## config.mk

```make
export PLATFORM = sky130hd
export DESIGN_NAME = axi_lite_master_cmd
export DESIGN_NICKNAME = d
export VERILOG_FILES = /design/src/rtl/axi_lite_master_cmd.sv
export SDC_FILE = /design/constraint.sdc
export NUM_CORES = 1
export LEC_CHECK = 0
export BUFFER_PORTS_ARGS = -buffer_cell sky130_fd_sc_hd__buf_2
export CAP_MARGIN = 25
export CORE_MARGIN = 4
export CORE_UTILIZATION = 40
export CTS_CLUSTER_DIAMETER = 30
export DETAILED_ROUTE_END_ITERATION = 12
export PLACE_DENSITY = 0.68
export SLEW_MARGIN = 5
export SYNTH_ARGS = -nofsm -noshare
export SYNTH_HDL_FRONTEND = slang
export SYNTH_SLANG_ARGS = --single-unit
```

## constraint.sdc

```tcl
create_clock -name clk -period 2 [get_ports clk]
set_input_delay 0.3 -clock clk [delete_from_list [all_inputs] [get_ports clk]]
set_output_delay 0.3 -clock clk [all_outputs]
set_load 0.05 [all_outputs]
```

## src/rtl/axi_lite_master_cmd.sv

```systemverilog
// AXI-Lite initiator: turns a valid/ready command stream into single AXI-Lite reads/writes,
// one outstanding, and keeps saturating counts of writes, reads and error responses.
module axi_lite_master_cmd #(
    parameter int CNT_W = 16
) (
    input  logic             clk,
    input  logic             rst_n,
    input  logic             cmd_valid,
    output logic             cmd_ready,
    input  logic             cmd_write,
    input  logic [31:0]      cmd_addr,
    input  logic [31:0]      cmd_wdata,
    input  logic [3:0]       cmd_wstrb,
    output logic [31:0]      awaddr,
    output logic             awvalid,
    input  logic             awready,
    output logic [31:0]      wdata,
    output logic [3:0]       wstrb,
    output logic             wvalid,
    input  logic             wready,
    input  logic [1:0]       bresp,
    input  logic             bvalid,
    output logic             bready,
    output logic [31:0]      araddr,
    output logic             arvalid,
    input  logic             arready,
    input  logic [31:0]      rdata,
    input  logic [1:0]       rresp,
    input  logic             rvalid,
    output logic             rready,
    output logic             rsp_valid,
    input  logic             rsp_ready,
    output logic             rsp_write,
    output logic [31:0]      rsp_rdata,
    output logic [1:0]       rsp_resp,
    output logic [CNT_W-1:0] wr_cnt,
    output logic [CNT_W-1:0] rd_cnt,
    output logic [CNT_W-1:0] err_cnt
);

    typedef enum logic [2:0] {IDLE, WR_REQ, WR_RESP, RD_REQ, RD_RESP, RSP} state_t;

    state_t            state, state_d;
    logic              awvalid_d, wvalid_d, arvalid_d, bready_d, rready_d, rsp_valid_d;
    logic [31:0]       awaddr_d, araddr_d, wdata_d, rsp_rdata_d;
    logic [3:0]        wstrb_d;
    logic              rsp_write_d;
    logic [1:0]        rsp_resp_d;
    logic [CNT_W-1:0]  wr_cnt_d, rd_cnt_d, err_cnt_d;

    // A write channel is finished once its valid has dropped or its handshake happens now.
    logic aw_done, w_done;
    assign aw_done = !awvalid || awready;
    assign w_done  = !wvalid  || wready;

    function automatic logic [CNT_W-1:0] sat_inc(input logic [CNT_W-1:0] v);
        return (&v) ? v : v + CNT_W'(1);
    endfunction

    always_comb begin
        // NOTE: every variable gets a default hold value first so no path infers a latch.
        state_d     = state;
        awvalid_d   = awvalid;
        wvalid_d    = wvalid;
        arvalid_d   = arvalid;
        bready_d    = bready;
        rready_d    = rready;
        rsp_valid_d = rsp_valid;
        awaddr_d    = awaddr;
        araddr_d    = araddr;
        wdata_d     = wdata;
        wstrb_d     = wstrb;
        rsp_write_d = rsp_write;
        rsp_rdata_d = rsp_rdata;
        rsp_resp_d  = rsp_resp;
        wr_cnt_d    = wr_cnt;
        rd_cnt_d    = rd_cnt;
        err_cnt_d   = err_cnt;

        case (state)
            IDLE: begin
                if (cmd_valid && cmd_ready) begin
                    if (cmd_write) begin
                        state_d   = WR_REQ;
                        awvalid_d = 1'b1;
                        wvalid_d  = 1'b1;
                        awaddr_d  = cmd_addr;
                        wdata_d   = cmd_wdata;
                        wstrb_d   = cmd_wstrb;
                    end else begin
                        state_d   = RD_REQ;
                        arvalid_d = 1'b1;
                        araddr_d  = cmd_addr;
                    end
                end
            end
            WR_REQ: begin
                if (awvalid && awready) awvalid_d = 1'b0;
                if (wvalid && wready)   wvalid_d  = 1'b0;
                if (aw_done && w_done) begin
                    state_d  = WR_RESP;
                    bready_d = 1'b1;
                end
            end
            WR_RESP: begin
                if (bvalid) begin
                    state_d     = RSP;
                    bready_d    = 1'b0;
                    rsp_valid_d = 1'b1;
                    rsp_write_d = 1'b1;
                    rsp_rdata_d = '0;
                    rsp_resp_d  = bresp;
                    wr_cnt_d    = sat_inc(wr_cnt);
                    if (bresp != 2'b00) err_cnt_d = sat_inc(err_cnt);
                end
            end
            RD_REQ: begin
                if (arready) begin
                    state_d   = RD_RESP;
                    arvalid_d = 1'b0;
                    rready_d  = 1'b1;
                end
            end
            RD_RESP: begin
                if (rvalid) begin
                    state_d     = RSP;
                    rready_d    = 1'b0;
                    rsp_valid_d = 1'b1;
                    rsp_write_d = 1'b0;
                    rsp_rdata_d = rdata;
                    rsp_resp_d  = rresp;
                    rd_cnt_d    = sat_inc(rd_cnt);
                    if (rresp != 2'b00) err_cnt_d = sat_inc(err_cnt);
                end
            end
            RSP: begin
                if (rsp_ready) begin
                    state_d     = IDLE;
                    rsp_valid_d = 1'b0;
                end
            end
            default: state_d = IDLE;
        endcase
    end

    // NOTE: state registers use non-blocking assignments so all flops update together.
    always_ff @(posedge clk) begin
        if (!rst_n) begin
            state     <= IDLE;
            cmd_ready <= 1'b1;
            awvalid   <= 1'b0;
            wvalid    <= 1'b0;
            arvalid   <= 1'b0;
            bready    <= 1'b0;
            rready    <= 1'b0;
            rsp_valid <= 1'b0;
            awaddr    <= '0;
            araddr    <= '0;
            wdata     <= '0;
            wstrb     <= '0;
            rsp_write <= 1'b0;
            rsp_rdata <= '0;
            rsp_resp  <= '0;
            wr_cnt    <= '0;
            rd_cnt    <= '0;
            err_cnt   <= '0;
        end else begin
            state     <= state_d;
            cmd_ready <= (state_d == IDLE);
            awvalid   <= awvalid_d;
            wvalid    <= wvalid_d;
            arvalid   <= arvalid_d;
            bready    <= bready_d;
            rready    <= rready_d;
            rsp_valid <= rsp_valid_d;
            awaddr    <= awaddr_d;
            araddr    <= araddr_d;
            wdata     <= wdata_d;
            wstrb     <= wstrb_d;
            rsp_write <= rsp_write_d;
            rsp_rdata <= rsp_rdata_d;
            rsp_resp  <= rsp_resp_d;
            wr_cnt    <= wr_cnt_d;
            rd_cnt    <= rd_cnt_d;
            err_cnt   <= err_cnt_d;
        end
    end

endmodule

```

==> run summary <==
Final weighted congestion in routability-driven placement: 0.872. The setup check on the worst reg-to-reg path leaves a slack of 0.14 ns. Counting flops with a built-in enable in the synthesized netlist gives 0. Across every metal layer, demand over resource in global routing totals 20.0%.

The cell count after synthesis is 944. The post-synthesis cell type count came out at 65. The logs give 7700 µm² for the area of the mapped netlist and 0.0109 ns for the worst clock skew. The endpoint kind of the worst setup timing path was a flip-flop. The fraction of layout instances using a drive strength above 1 came out at 31.5%. The cell row count was 50.

The leakage dissipation is 4.30 nW. The logs give 0 for the max-cap check violation count and 0 for the number of failing setup endpoints in the final timing report. The shortest period the worst path allows is 1.86 ns, and the initial cell density of the core is 40.9%. The run gives 193 as the number of sinks on the clock net. The logs give 66.8% for the normalized max-slew margin and 0.145 ns for the worst setup slack after layout. The final number of hold-violating endpoints is 0.

The logs give 0 for the total of warnings raised by yosys and 0.43 ns for the clock latency on the worst-skew pair. Once detailed placement completed, the half-perimeter wirelength came to 16000 µm. The length of the first detailed-routing pass in iterations was 6; the die width was 147 µm.

The synthesized area per cell came out at 8.16 µm². The capturing point of the worst reg2reg path is wr_cnt[6]$_SDFFE_PN0P_. The tools report the instance count after placement with tap cells included as 1469.

The worst register-to-register path begins at state[1]$_SDFF_PN0_. On the worst path, the slowest cell contributes a delay of 0.49 ns. The H-tree was split into 4 levels. Entering global routing, the biggest net connects 78 pins. By area the synthesized netlist is led by sky130_fd_sc_hd__dfxtp_1 (50%), sky130_fd_sc_hd__nand2_1 (13%), sky130_fd_sc_hd__a21oi_1 (10%). VDD sags by at most 0.578 mV. The logic depth of the worst register-to-register path was 6. The top cell type's share of synthesized area came out at 50.2%. The start point of the worst min-delay path was cmd_wdata[6]. The flow ran to the end, and the final reports show no timing, DRC or antenna violations. 304 I/O pins were placed. The initial detailed-routing violation count was 369. The tools report the element type at the critical path start as a flip-flop.

Clock-pin transition on the worst setup and hold timing paths: 0.08 ns. The longest clock path from root to sink contains 2 buffers. For this run the aggregate overflow at the end of global routing stands at 0. The final routed wire length divided by cell count was 15.0 µm; the overall via count from detail_route was 7559. The worst hold path belongs to the class input port to flip-flop.

The quantity of I/O buffers inserted on ports came out at 303. The worst path buffer plus inverter count came out at 1. The signal on the critical path passes through buf_12 > nand4bb_1 > or3_1 > a31oi_2 > nand3_1 > mux2i_1. Data arrives at the worst endpoint at 2.18 ns.

Static timing analysis puts the maximum clock frequency at 539 MHz. The initial antenna violation count is 0. sky130_fd_sc_hd__dfxtp_1 takes more of the synthesized area than any other cell. The kind of cell with the highest combined delay along the critical path is simple AND/OR/NAND/NOR gates. The final clock period utilization by the worst path is 92.8%. The register bit total from synthesis came out at 193. The final cell utilization of the core came out at 54.0%.

The worst hold path depth was 3. The critical path starts at state[1]$_SDFF_PN0_. TritonCTS built the clock tree.

The tools report the total inserted antenna cells as 0. The first global-routing pass estimated 35600 µm of wire. The tools report the number of remaining DRC errors as 0. The cell at the root of the clock tree was sky130_fd_sc_hd__clkbuf_16. For the TritonCTS buffer count, the log shows 17.

Number of global-route vias before repair: 6911. For the number of max-slew violations in the final report, the log shows 0. The share of synthesized flip-flops with an asynchronous set or reset was 0%; the placement-stage worst setup slack was 0.132 ns.

Summed over all failing endpoints, the final setup total negative slack is 0 ns. The floorplan step defined a die boundary enclosing 21500 µm². The routed design has 22600 µm of wire.

Summing the sequential cell areas from Yosys gives 50.2% of the chip area. Net count after synthesis: 1061. The count of nets left with antenna violations once routing finished came out at 0.

The top cell types in the final layout, fill and taps aside, are sky130_fd_sc_hd__buf_2 (303), sky130_fd_sc_hd__nand2_1 (261), sky130_fd_sc_hd__dfxtp_1 (188). The largest fanout on the critical path is 13. For the pin with the worst max-slew slack, the measured transition is 0.496 ns.

The relative area change from synthesis to final layout came out at 31.9%. For this run, the post-layout net count is 1347. The logs give 2.33 ns for the worst endpoint required time and 18800 µm² for the floorplan core area. Dividing total power by cell area gives a power density of 1080 nW/µm². For this run, the leading register cell type out of synthesis is sky130_fd_sc_hd__dfxtp_1.

The number of vias per cell after detailed routing was 5.03; the filler-free cell count of the finished design was 1502. The die is 147 µm tall. The count of hold-fix buffers inserted at cts was 0. The hold-critical path endpoint was wdata[6]$_SDFFE_PN0P_. For this design, the slowest cell found on the critical path is sky130_fd_sc_hd__or3_1.

Leaving out fill and tap cells, the most frequent cell in the layout is sky130_fd_sc_hd__buf_2. The worst setup path is of the flip-flop to flip-flop kind.
-- state kept, by name, summed over array words and instances, names as in the netlist, 2 cells and up --
name,cells
awaddr,32
rsp_resp,2
wdata,32
state,3
wr_cnt,16
err_cnt,16
wstrb,4
rsp_rdata,32
rd_cnt,16
araddr,32
-- worst max path at each step --
stage	to	slack [ns]	cells past startpoint
4_1_cts	wr_cnt[14]$_SDFFE_PN0P_	0.13	6
5_1_grt	err_cnt[12]$_SDFFE_PN0P_	-0.003	6
3_3_place_gp	wr_cnt[14]$_SDFFE_PN0P_	0.19	6
2_1_floorplan	wr_cnt[0]$_SDFFE_PN0P_	0.008	5
3_5_place_dp	wr_cnt[14]$_SDFFE_PN0P_	0.13	6
6_report	wr_cnt[6]$_SDFFE_PN0P_	0.14	6
-- cell usage after synthesis, types with 5 or more instances --
cell type	count
sky130_fd_sc_hd__xor2_1	6
sky130_fd_sc_hd__nand2b_1	6
sky130_fd_sc_hd__nand2_1	262
sky130_fd_sc_hd__inv_1	9
sky130_fd_sc_hd__mux2i_1	6
sky130_fd_sc_hd__nand4_1	9
sky130_fd_sc_hd__nor2_1	43
sky130_fd_sc_hd__buf_2	18
sky130_fd_sc_hd__or3_1	7
sky130_fd_sc_hd__nand3_1	52
sky130_fd_sc_hd__and4_1	7
sky130_fd_sc_hd__clkbuf_1	38
sky130_fd_sc_hd__nor3_1	10
sky130_fd_sc_hd__o21ai_0	16
sky130_fd_sc_hd__dfxtp_1	193
sky130_fd_sc_hd__xnor2_1	14
sky130_fd_sc_hd__o31ai_1	5
sky130_fd_sc_hd__or4_1	6
sky130_fd_sc_hd__a21oi_1	161
sky130_fd_sc_hd__and3_1	5
-- power breakdown --
part           switching, mW  internal [mW]
sequential             0.227           4.19
combinational           2.38          0.928
clock                   1.58           1.63
total                   4.18           6.75
-- tightest hold or removal path: stages --
cell	delay (ns)
sky130_fd_sc_hd__buf_2	0.10
sky130_fd_sc_hd__nand2_1	0.04
sky130_fd_sc_hd__a21oi_1	0.05
-- routing by layer --
layer | vias up | share of wire [%] | global-route usage, % | wire (µm)
li1 | 3798 | - | - | -
met1 | 3468 | 42 | 25.6 | 9510
met2 | 255 | 48 | 32.7 | 10900
met3 | 38 | 7.4 | 5.40 | 1670
met4 | 0 | 2.4 | 6.91 | 533
met5 | - | 0 | 0 | 0
-- metrics by stage --
| stage | hold slack (ns) | power, mW | instance area, µm² |
|---|---|---|---|
| final | 0.104 | 10.9 | 10200 |
| after global routing | 0.0973 | 11.5 | 10200 |
| after CTS | 0.0869 | 11.0 | 10100 |
| after detailed placement | 0.441 | 7.83 | 9590 |
| after global placement | 0.435 | 7.80 | 9590 |
| after floorplan | 0.436 | 6.85 | 7710 |
-- area by class of cell --
type,instances,area [µm²]
clock buffers,18,429
inverters,9,36.3
clock inverters,13,120
repair buffers,328,1820
flip-flops and latches,193,3870
multi-input cells,681,3560
well taps,260,325
fillers,1854,8670
-- cell families (layout without fill, tap and decap cells) --
family          Yosys count  in the layout  share of synthesized area, %
simple gates            440            440                          26.6
compound gates          212            212                          15.7
flops                   193            193                          50.2
buf+inv                  70            368                          3.95
xor+xnor                 20             20                          2.27
mux                       6              6                         0.780
fa+ha+maj                 3              3                         0.487
-- repair_timing --
action / in CTS / in global routing
endpoints found under the setup margin: 0 / 5
resized for setup: 0 / 3
setup buffers: 0 / 2
Power figures use the tool's default switching activity.
